File: src/rtl/pipeline_ctrl_pkg.sv
// Shared types and constants for the pipeline stall/flush controller.
// Consumers: pipeline_control_unit, perf_counter_sat, pipeline stage registers.
package pipeline_ctrl_pkg;

  typedef enum logic {
    ST_RUN   = 1'b0,
    ST_DRAIN = 1'b1
  } ctrl_state_e;

  // Bubble loaded by IF/ID on flush (addi x0, x0, 0)
  localparam logic [31:0] NOP_INSTR = 32'h0000_0013;

  // Per-cycle cause, lower value wins
  localparam logic [2:0] PRIO_FREEZE       = 3'd0;
  localparam logic [2:0] PRIO_REDIRECT     = 3'd1;
  localparam logic [2:0] PRIO_LOAD_USE     = 3'd2;
  localparam logic [2:0] PRIO_FETCH_BUBBLE = 3'd3;
  localparam logic [2:0] PRIO_NORMAL       = 3'd4;

  typedef struct packed {
    logic pc_en;
    logic pc_redirect;
    logic ifid_en;
    logic ifid_flush;
    logic idex_en;
    logic idex_flush;
    logic exmem_en;
    logic memwb_en;
  } ctrl_out_t;

endpackage

File: src/rtl/perf_counter_sat.sv
// Saturating event counter: holds at all-ones instead of wrapping.
module perf_counter_sat #(
  parameter int unsigned W = 32
) (
  input  logic         clk,
  input  logic         rst,
  input  logic         en_i,
  output logic [W-1:0] count_o
);

  logic [W-1:0] cnt_q;
  logic [W-1:0] cnt_d;

  always_comb begin
    cnt_d = cnt_q;
    if (en_i && (cnt_q != {W{1'b1}})) begin
      cnt_d = cnt_q + W'(1);
    end
  end

  always_ff @(posedge clk or posedge rst) begin
    if (rst) begin
      cnt_q <= '0;
    end else begin
      cnt_q <= cnt_d;
    end
  end

  assign count_o = cnt_q;

endmodule

File: src/rtl/pipeline_control_unit.sv
// Stall/flush/redirect controller for the 5-stage pipeline with wrong-path fetch tracking.
// Define PIPELINE_PERF_COUNTERS_EN to build the saturating event counters; otherwise they read 0.
module pipeline_control_unit
  import pipeline_ctrl_pkg::*;
#(
  parameter int unsigned XLEN      = 32,
  parameter int unsigned CNT_WIDTH = 32
) (
  input  logic                 clk,
  input  logic                 rst,
  input  logic                 load_use_hazard,
  input  logic                 ex_branch_taken,
  input  logic [XLEN-1:0]      ex_branch_target,
  input  logic                 dmem_busy,
  input  logic                 imem_ready,
  output logic                 pc_en,
  output logic                 pc_redirect,
  output logic [XLEN-1:0]      pc_redirect_target,
  output logic                 ifid_en,
  output logic                 ifid_flush,
  output logic                 idex_en,
  output logic                 idex_flush,
  output logic                 exmem_en,
  output logic                 memwb_en,
  output logic [CNT_WIDTH-1:0] cnt_load_stall,
  output logic [CNT_WIDTH-1:0] cnt_freeze,
  output logic [CNT_WIDTH-1:0] cnt_redirect
);

  ctrl_state_e     state_q;
  ctrl_state_e     state_d;
  logic [2:0]      cause_c;
  ctrl_out_t       ctl_c;
  logic [XLEN-1:0] target_c;

  // Highest-priority event this cycle
  always_comb begin
    cause_c = PRIO_NORMAL;
    if (dmem_busy) begin
      cause_c = PRIO_FREEZE;
    end else if (ex_branch_taken) begin
      cause_c = PRIO_REDIRECT;
    end else if (load_use_hazard) begin
      cause_c = PRIO_LOAD_USE;
    end else if (!imem_ready || (state_q == ST_DRAIN)) begin
      cause_c = PRIO_FETCH_BUBBLE;
    end
  end

  always_ff @(posedge clk or posedge rst) begin
    if (rst) begin
      state_q <= ST_RUN;
    end else begin
      state_q <= state_d;
    end
  end

  // Next state and zero-latency control outputs
  always_comb begin
    state_d  = state_q;
    ctl_c    = '0;
    target_c = '0;
    if (rst) begin
      state_d          = ST_RUN;
      ctl_c.ifid_flush = 1'b1;
      ctl_c.idex_flush = 1'b1;
    end else begin
      case (cause_c)
        PRIO_FREEZE: begin
          // A stale fetch returning while frozen is still consumed
          if ((state_q == ST_DRAIN) && imem_ready) begin
            state_d = ST_RUN;
          end
        end
        PRIO_REDIRECT: begin
          ctl_c       = '1;
          target_c    = ex_branch_target;
          state_d     = imem_ready ? ST_RUN : ST_DRAIN;
        end
        PRIO_LOAD_USE: begin
          ctl_c.idex_en    = 1'b1;
          ctl_c.idex_flush = 1'b1;
          ctl_c.exmem_en   = 1'b1;
          ctl_c.memwb_en   = 1'b1;
          // IF/ID is held, so a stale word arriving now is simply dropped
          if (imem_ready) begin
            state_d = ST_RUN;
          end
        end
        PRIO_FETCH_BUBBLE: begin
          ctl_c.ifid_en    = 1'b1;
          ctl_c.ifid_flush = 1'b1;
          ctl_c.idex_en    = 1'b1;
          ctl_c.exmem_en   = 1'b1;
          ctl_c.memwb_en   = 1'b1;
          if (imem_ready) begin
            state_d = ST_RUN;
          end
        end
        default: begin
          ctl_c.pc_en    = 1'b1;
          ctl_c.ifid_en  = 1'b1;
          ctl_c.idex_en  = 1'b1;
          ctl_c.exmem_en = 1'b1;
          ctl_c.memwb_en = 1'b1;
        end
      endcase
    end
  end

  assign pc_en              = ctl_c.pc_en;
  assign pc_redirect        = ctl_c.pc_redirect;
  assign pc_redirect_target = target_c;
  assign ifid_en            = ctl_c.ifid_en;
  assign ifid_flush         = ctl_c.ifid_flush;
  assign idex_en            = ctl_c.idex_en;
  assign idex_flush         = ctl_c.idex_flush;
  assign exmem_en           = ctl_c.exmem_en;
  assign memwb_en           = ctl_c.memwb_en;

`ifdef PIPELINE_PERF_COUNTERS_EN
  logic inc_load_stall_c;
  logic inc_freeze_c;
  logic inc_redirect_c;

  assign inc_load_stall_c = (cause_c == PRIO_LOAD_USE);
  assign inc_freeze_c     = (cause_c == PRIO_FREEZE);
  assign inc_redirect_c   = (cause_c == PRIO_REDIRECT);

  perf_counter_sat #(.W(CNT_WIDTH)) u_cnt_load_stall (
    .clk     (clk),
    .rst     (rst),
    .en_i    (inc_load_stall_c),
    .count_o (cnt_load_stall)
  );

  perf_counter_sat #(.W(CNT_WIDTH)) u_cnt_freeze (
    .clk     (clk),
    .rst     (rst),
    .en_i    (inc_freeze_c),
    .count_o (cnt_freeze)
  );

  perf_counter_sat #(.W(CNT_WIDTH)) u_cnt_redirect (
    .clk     (clk),
    .rst     (rst),
    .en_i    (inc_redirect_c),
    .count_o (cnt_redirect)
  );
`else
  assign cnt_load_stall = '0;
  assign cnt_freeze     = '0;
  assign cnt_redirect   = '0;
`endif

endmodule

File: config.mk
export PLATFORM = sky130hd
export DESIGN_NAME = pipeline_control_unit
export DESIGN_NICKNAME = d
export VERILOG_FILES = /design/src/rtl/pipeline_ctrl_pkg.sv /design/src/rtl/perf_counter_sat.sv /design/src/rtl/pipeline_control_unit.sv
export SDC_FILE = /design/constraint.sdc
export NUM_CORES = 1
export LEC_CHECK = 0
export ABC_AREA = 1
export CAP_MARGIN = 20
export CORE_ASPECT_RATIO = 1.5
export CORE_MARGIN = 2
export CORE_UTILIZATION = 25
export DETAILED_ROUTE_END_ITERATION = 8
export GPL_ROUTABILITY_DRIVEN = 0
export PLACE_DENSITY = 0.87
export REMOVE_ABC_BUFFERS = 1
export SLEW_MARGIN = 15
export SYNTH_ARGS = -nofsm -noshare
export SYNTH_HDL_FRONTEND = slang
export SYNTH_HIERARCHICAL = 1
export SYNTH_SLANG_ARGS = --single-unit
File: constraint.sdc
create_clock -name clk -period 1.4 [get_ports clk]
set_input_delay 0.28 -clock clk [delete_from_list [all_inputs] [get_ports clk]]
set_output_delay 0.28 -clock clk [all_outputs]
set_load 0.005 [all_outputs]
==> run_results.csv, run 1 <==
group,metric,value,unit
final_layout,largest_register_ff_count,1,
final_layout,largest_register,"state_q",
drt,detail_route.wirelength,3194,um
drt,detailroute.via_count,1072,
setup_path,critical_path_class,"in -> out",
floorplan,placement_rows,30,
sta,fmax,741.2,MHz
placement,io_buffers,77,
final_layout,top_regs,"state_q (1)",
pwr,power.leakage,1.053,nW
sta,post-route-period-util,96.37,%
setup_path,worst_setup_path_start_kind,"input pin",
placement,detailedPlace.worstSlack,-0.9120,ns
drt,drt-wirelength-per-cell,9.950,um
logic_synthesis,yosys_register_bits,1,
setup_path,capturing_instance_or_port_of_the_critical_path,"pc_redirect_target[18]",
placement,detailedPlacementHpwl,2577,um
global_routing,antenna_violations_before_repair,0,
logic_synthesis,synthDominantAreaCellType,"buf_4",
logic_synthesis,synth.yosys.warnings,6,
drt,initialDrtViolationCount,7,
setup_path,reg_to_reg_endpoint,"state_q",
sta,report.final.setup_viol,0,
clock_tree,clk_pin_slew,0,ns
setup_path,r2r_setup_slack,0.61,ns
sta,fin_setup_tns,0,ns
sta,setup_repair_after_global_routing_missed_its_margin,"false",
final_layout,num_antenna_cells,0,
global_routing,grt_start_max_net_pins,17,
final_layout,layout_common_cells,"conb_1, inv_1, clkdlybuf4s50_1, buf_2",
final_layout,final_common_cell,"conb_1",
pwr,power_frac_clock,0,%
setup_path,slowest_stage,"clkdlybuf4s50_1",
global_routing,first_global_vias,895,
global_routing,wire_length_of_the_first_global_routing_pass,4291,um
run_status,result_of_the_run,"finished clean",
pwr,combPwrFrac,91.3,%
floorplan,placeableCoreArea,4467,um2
floorplan,die_area,5174,um2
logic_synthesis,mappedNetlistArea,1151,um2
pwr,power,0.3755,mW
drt,firstDrtPassIters,2,
setup_path,critical_path.cell_chain,"clkdlybuf4s50_1 -> inv_1 -> nor2_2 -> clkdlybuf4s15_2",
sta,period_needed,1.349,ns
run,timing.max_cap.violations,0,
pwr,cellPowerDensity,230.9,nW/um2
pwr,vdd.ir_drop.worst,0.1544,mV
final_layout,final.fill_count,510,
sta,postLayoutSetupSlackWorst,0.05078,ns
setup_path,worstSetupStartpoint,"ex_branch_target[18]",
sta,final-hold-violation-count,0,
drt,vias_per_cell,3.340,
final_layout,final-seq-area,25.02,um2
logic_synthesis,post_synth_inst_count,189,
final_layout,layout-drive-gt1-share,26.74,%
global_routing,grt_usage,10.85,%
floorplan,ports,174,
sta,timing.final.max_slew_violations,0,
setup_path,slowest_delay,0.45,ns
final_layout,multi_input_comb_area,639.4,um2
pwr,power.net_switching,0.1780,mW
setup_path,critical_path_required,1.12,ns
drt,ant_nets,0,
clock_tree,insertion_delay,0,ns
logic_synthesis,mapped_avg_cell_area,6.090,um2
logic_synthesis,netlist-cell-type-count,17,
final_layout,number_of_nets_in_the_final_layout,313,
global_routing,grt.overflow.total,0,
logic_synthesis,yosys.area.top_type_share,63.91,%
final_layout,syn_to_final_growth,41.30,%
floorplan,die_w,59.41,um
pwr,internal_power,0.1975,mW
hold_path,hold_path.class,"in -> async",
sta,worst_clock_skew,0,ns
logic_synthesis,ys_seq_area_share,2.174,%
floorplan,start_util,25.77,%
setup_path,worst_r2r_path_depth,3,
setup_path,path_max_fanout,1,
clock_tree,post_cts_hold_buffer_count,0,
floorplan,floorplan.die.height,87.11,um
pwr,power.share.switching,47.41,%
setup_path,worst_setup_path_end_kind,"output port",
setup_path,worst-endpoint-arrival,1.07,ns
pwr,pwr-share-seq,8.7,%
setup_path,r2r-start,"state_q",
logic_synthesis,synth.area.top_cells,"buf_4, inv_1, nor2_1",
drt,drt_drc_violations_left,0,
-- cells by family after synthesis --
group / Yosys count / synth area share [%]
flops: 1 / 2.174
simple gates: 46 / 17.07
compound gates: 3 / 1.521
buf+inv: 138 / 78.91
other cells: 1 / 0.3258
-- cells in the mapped netlist, drive strengths merged --
library cell and instances:
nor2 38, dfrtp 1, o21ai 1, a21oi 1, nand4 1, inv 37
nand3 1, o21bai 1, and3 1, nand2 5, buf 101, conb 1
-- critical path: cells and delay by family --
kind                   cells  cell delay, ns
AND/OR/NAND/NOR            1            0.09
buffers and inverters      3            0.69
-- stage by stage --
stage,hold WS [ns],area [um2],cells,util [%]
6_report,0.3465,1627,321,36.41
2_1_floorplan,0.04204,738.2,183,-
5_1_grt,0.3642,1627,321,36.41
3_5_place_dp,0.5513,1614,314,36.13
4_1_cts,0.3484,1654,321,37.03
3_3_place_gp,0.5386,1614,314,36.13
-- routing by layer --
metal / routed length, um / global-route usage, % / up-vias
li1: - / - / 510
met1: 1031 / 12.10 / 443
met2: 1580 / 21.08 / 119
met3: 582 / 2.823 / 0
met4: 0 / 0 / 0
met5: 0 / 0 / -
-- power groups by stage --
stage          Clock (mW)  Sequential [mW]  Combinational (mW)
2_1_floorplan           0           0.0322               0.120
3_3_place_gp            0           0.0324               0.326
3_5_place_dp            0           0.0325               0.328
4_1_cts                 0           0.0326               0.341
5_1_grt                 0           0.0330               0.386
6_report                0           0.0326               0.343
-- final cells by class --
| type | instances | share of cell area (%) |
|---|---|---|
| repair inverters | 2 | 1.231 |
| multi-input cells | 145 | 39.31 |
| inverters | 37 | 9.462 |
| flip-flops and latches | 1 | 1.538 |
| repair buffers | 88 | 44.77 |
| well taps | 48 | 3.692 |
-- worst min path at each step --
stage                 start       to  cells past startpoint
floorplan               rst  state_q                      1
global placement    state_q  state_q                      2
detailed placement  state_q  state_q                      2
CTS                     rst  state_q                      3
global route            rst  state_q                      3
finish                  rst  state_q                      3
-- timing repair --
item / in CTS / in global routing
pin swaps: 4 / 4
setup buffers: 5 / 0
cloned: 2 / 0
gates resized for setup: 162 / 17
endpoints found under the setup margin: 41 / 24
hold endpoints to repair: 0 / 0
Power figures use the tool's default switching activity.
==> inputs of run 2 (changes only) <==
--- a/config.mk
+++ b/config.mk
@@ -5,14 +5,13 @@
 export SDC_FILE = /design/constraint.sdc
 export NUM_CORES = 1
 export LEC_CHECK = 0
-export ABC_AREA = 1
 export CAP_MARGIN = 20
 export CORE_ASPECT_RATIO = 1.5
 export CORE_MARGIN = 2
 export CORE_UTILIZATION = 25
 export DETAILED_ROUTE_END_ITERATION = 8
 export GPL_ROUTABILITY_DRIVEN = 0
-export PLACE_DENSITY = 0.87
+export PLACE_DENSITY = 0.89
 export REMOVE_ABC_BUFFERS = 1
 export SLEW_MARGIN = 15
 export SYNTH_ARGS = -nofsm -noshare
==> run_results.csv, run 2 <==
group,metric,value,unit
global_routing,grt.overflow.total,0,
drt,detail_route.wirelength,3739,um
setup_path,worst-endpoint-arrival,1.21,ns
sta,timing.final.max_slew_violations,0,
drt,firstDrtPassIters,3,
sta,setup_repair_after_global_routing_missed_its_margin,"true",
drt,ant_nets,0,
setup_path,worst_setup_path_end_kind,"output port",
floorplan,placement_rows,29,
final_layout,top_regs,"state_q (1)",
setup_path,critical_path_required,1.12,ns
final_layout,num_antenna_cells,0,
global_routing,first_global_vias,832,
pwr,cellPowerDensity,226.2,nW/um2
floorplan,die_w,58.37,um
logic_synthesis,yosys.area.top_type_share,66.37,%
run,timing.max_cap.violations,0,
sta,final-hold-violation-count,0,
run_status,result_of_the_run,"finished, violations left",
hold_path,hold_path.class,"in -> async",
sta,fmax,669.7,MHz
drt,vias_per_cell,3.542,
global_routing,grt_start_max_net_pins,7,
sta,report.final.setup_viol,19,
final_layout,postLayoutCellArea,1893,um2
final_layout,layout_common_cells,"conb_1, buf_6, and2_4, clkdlybuf4s50_1, buf_4",
final_layout,final_core_utilization,44.59,%
logic_synthesis,synthDominantAreaCellType,"buf_4",
setup_path,critical_path_class,"in -> out",
drt,drt-wirelength-per-cell,13.07,um
logic_synthesis,synth.area.top_cells,"buf_4, and2_1, and2_2",
setup_path,path_max_fanout,6,
final_layout,largest_register,"state_q",
final_layout,final.fill_count,415,
floorplan,die_area,4994,um2
pwr,power.leakage,1.041,nW
sta,worst_clock_skew,0,ns
placement,placed_area,1597,um2
final_layout,number_of_nets_in_the_final_layout,280,
floorplan,start_util,26.11,%
logic_synthesis,flip_flop_cell_with_the_highest_count_after_synthesis,"dfrtp_1",
logic_synthesis,mappedNetlistArea,1109,um2
clock_tree,insertion_delay,0,ns
clock_tree,post_cts_hold_buffer_count,0,
drt,detailroute.via_count,1013,
drt,drt_drc_violations_left,0,
final_layout,final_common_cell,"conb_1",
setup_path,worst_setup_path_start_kind,"input pin",
floorplan,placeableCoreArea,4245,um2
clock_tree,clk_pin_slew,0,ns
logic_synthesis,synth_commonest_cells,"buf_4, and2_1, and2_2, buf_6, inv_1",
logic_synthesis,ys_seq_area_share,2.257,%
logic_synthesis,netlist-cell-type-count,17,
sta,postLayoutSetupSlackWorst,-0.09314,ns
sta,post-route-period-util,106.7,%
pwr,vdd.ir_drop.worst,0.1807,mV
logic_synthesis,synthArstFlopShare,100.0,%
placement,detailedPlace.worstSlack,-0.8107,ns
logic_synthesis,synth-edff-count,0,
floorplan,floorplan.die.height,85.56,um
logic_synthesis,post_synth_inst_count,149,
sta,period_needed,1.493,ns
logic_synthesis,yosys_register_bits,1,
final_layout,syn_to_final_growth,70.77,%
placement,detailedPlacementHpwl,2787,um
placement,io_buffers,77,
logic_synthesis,mapped_avg_cell_area,7.440,um2
drt,initialDrtViolationCount,7,
floorplan,ports,174,
logic_synthesis,yosysMostFrequentCell,"buf_4",
global_routing,wire_length_of_the_first_global_routing_pass,5002,um
global_routing,antenna_violations_before_repair,0,
global_routing,grt_usage,13.42,%
final_layout,largest_register_ff_count,1,
setup_path,r2r-start,"state_q",
setup_path,worstSetupStartpoint,"rst",
final_layout,layout-drive-gt1-share,40.42,%
run_status,violations,"setup timing",
logic_synthesis,synth.yosys.warnings,6,
sta,fin_setup_tns,-0.8103,ns
-- run 2: through the flow --
| step | total power [mW] | hold WS [ns] | std cells |
|---|---|---|---|
| 2_1_floorplan | 0.1318 | 0.02055 | 143 |
| 3_3_place_gp | 0.3397 | 0.5321 | 274 |
| 3_5_place_dp | 0.3432 | 0.5565 | 274 |
| 4_1_cts | 0.4236 | 0.4140 | 287 |
| 5_1_grt | 0.4616 | 0.4308 | 286 |
| 6_report | 0.4282 | 0.4164 | 286 |
-- run 2: cell families after synthesis --
| family | share of synthesized area [%] |
|---|---|
| buffers and inverters | 70.43 |
| AND/OR/NAND/NOR | 23.70 |
| AO/OA/AOI/OAI | 3.274 |
| flip-flops | 2.257 |
| other | 0.3383 |
-- run 2: power by group --
group	total [mW]	switching (mW)	internal [mW]
registers	0.0319	0.00150	0.0304
clock network	0	0	0
logic	0.396	0.158	0.238
total	0.428	0.159	0.269
-- run 2: path summary, 6_finish.rpt --
check	end	slack, ns	cells past startpoint
max	pc_redirect_target[11]	-0.09	7
min	state_q	0.42	4
max reg2reg	state_q	0.62	2
min reg2reg	state_q	0.59	2
max in group asynchronous	state_q	0.90	4
min in group clk	state_q	0.57	3
-- run 2: area by class of cell --
class | count | area [um2] | share of cell area, %
flip-flops and latches | 1 | 25.02 | 1.322
repair buffers | 97 | 1051 | 55.52
well taps | 46 | 57.56 | 3.040
multi-input cells | 139 | 748.2 | 39.52
inverters | 3 | 11.26 | 0.5948
-- run 2: worst max-delay path: stages --
cell,delay [ns]
buf_8,0.10
nor3b_4,0.23
buf_6,0.17
buf_16,0.12
buf_12,0.09
and2_4,0.13
buf_6,0.08
-- run 2: metal layers --
layer / vias to the layer above / GRT usage (%) / share of wire, %
li1: 442 / - / -
met1: 441 / 13.96 / 31
met2: 128 / 27.37 / 54
met3: 2 / 3.017 / 15
met4: 0 / 0.4228 / 0.29
met5: - / 0 / 0
-- run 2: what timing repair did --
action	in CTS	in global routing
setup endpoints to repair	41	34
cloned	4	0
gates resized for setup	237	18
setup buffers	9	2
pin swaps	22	12
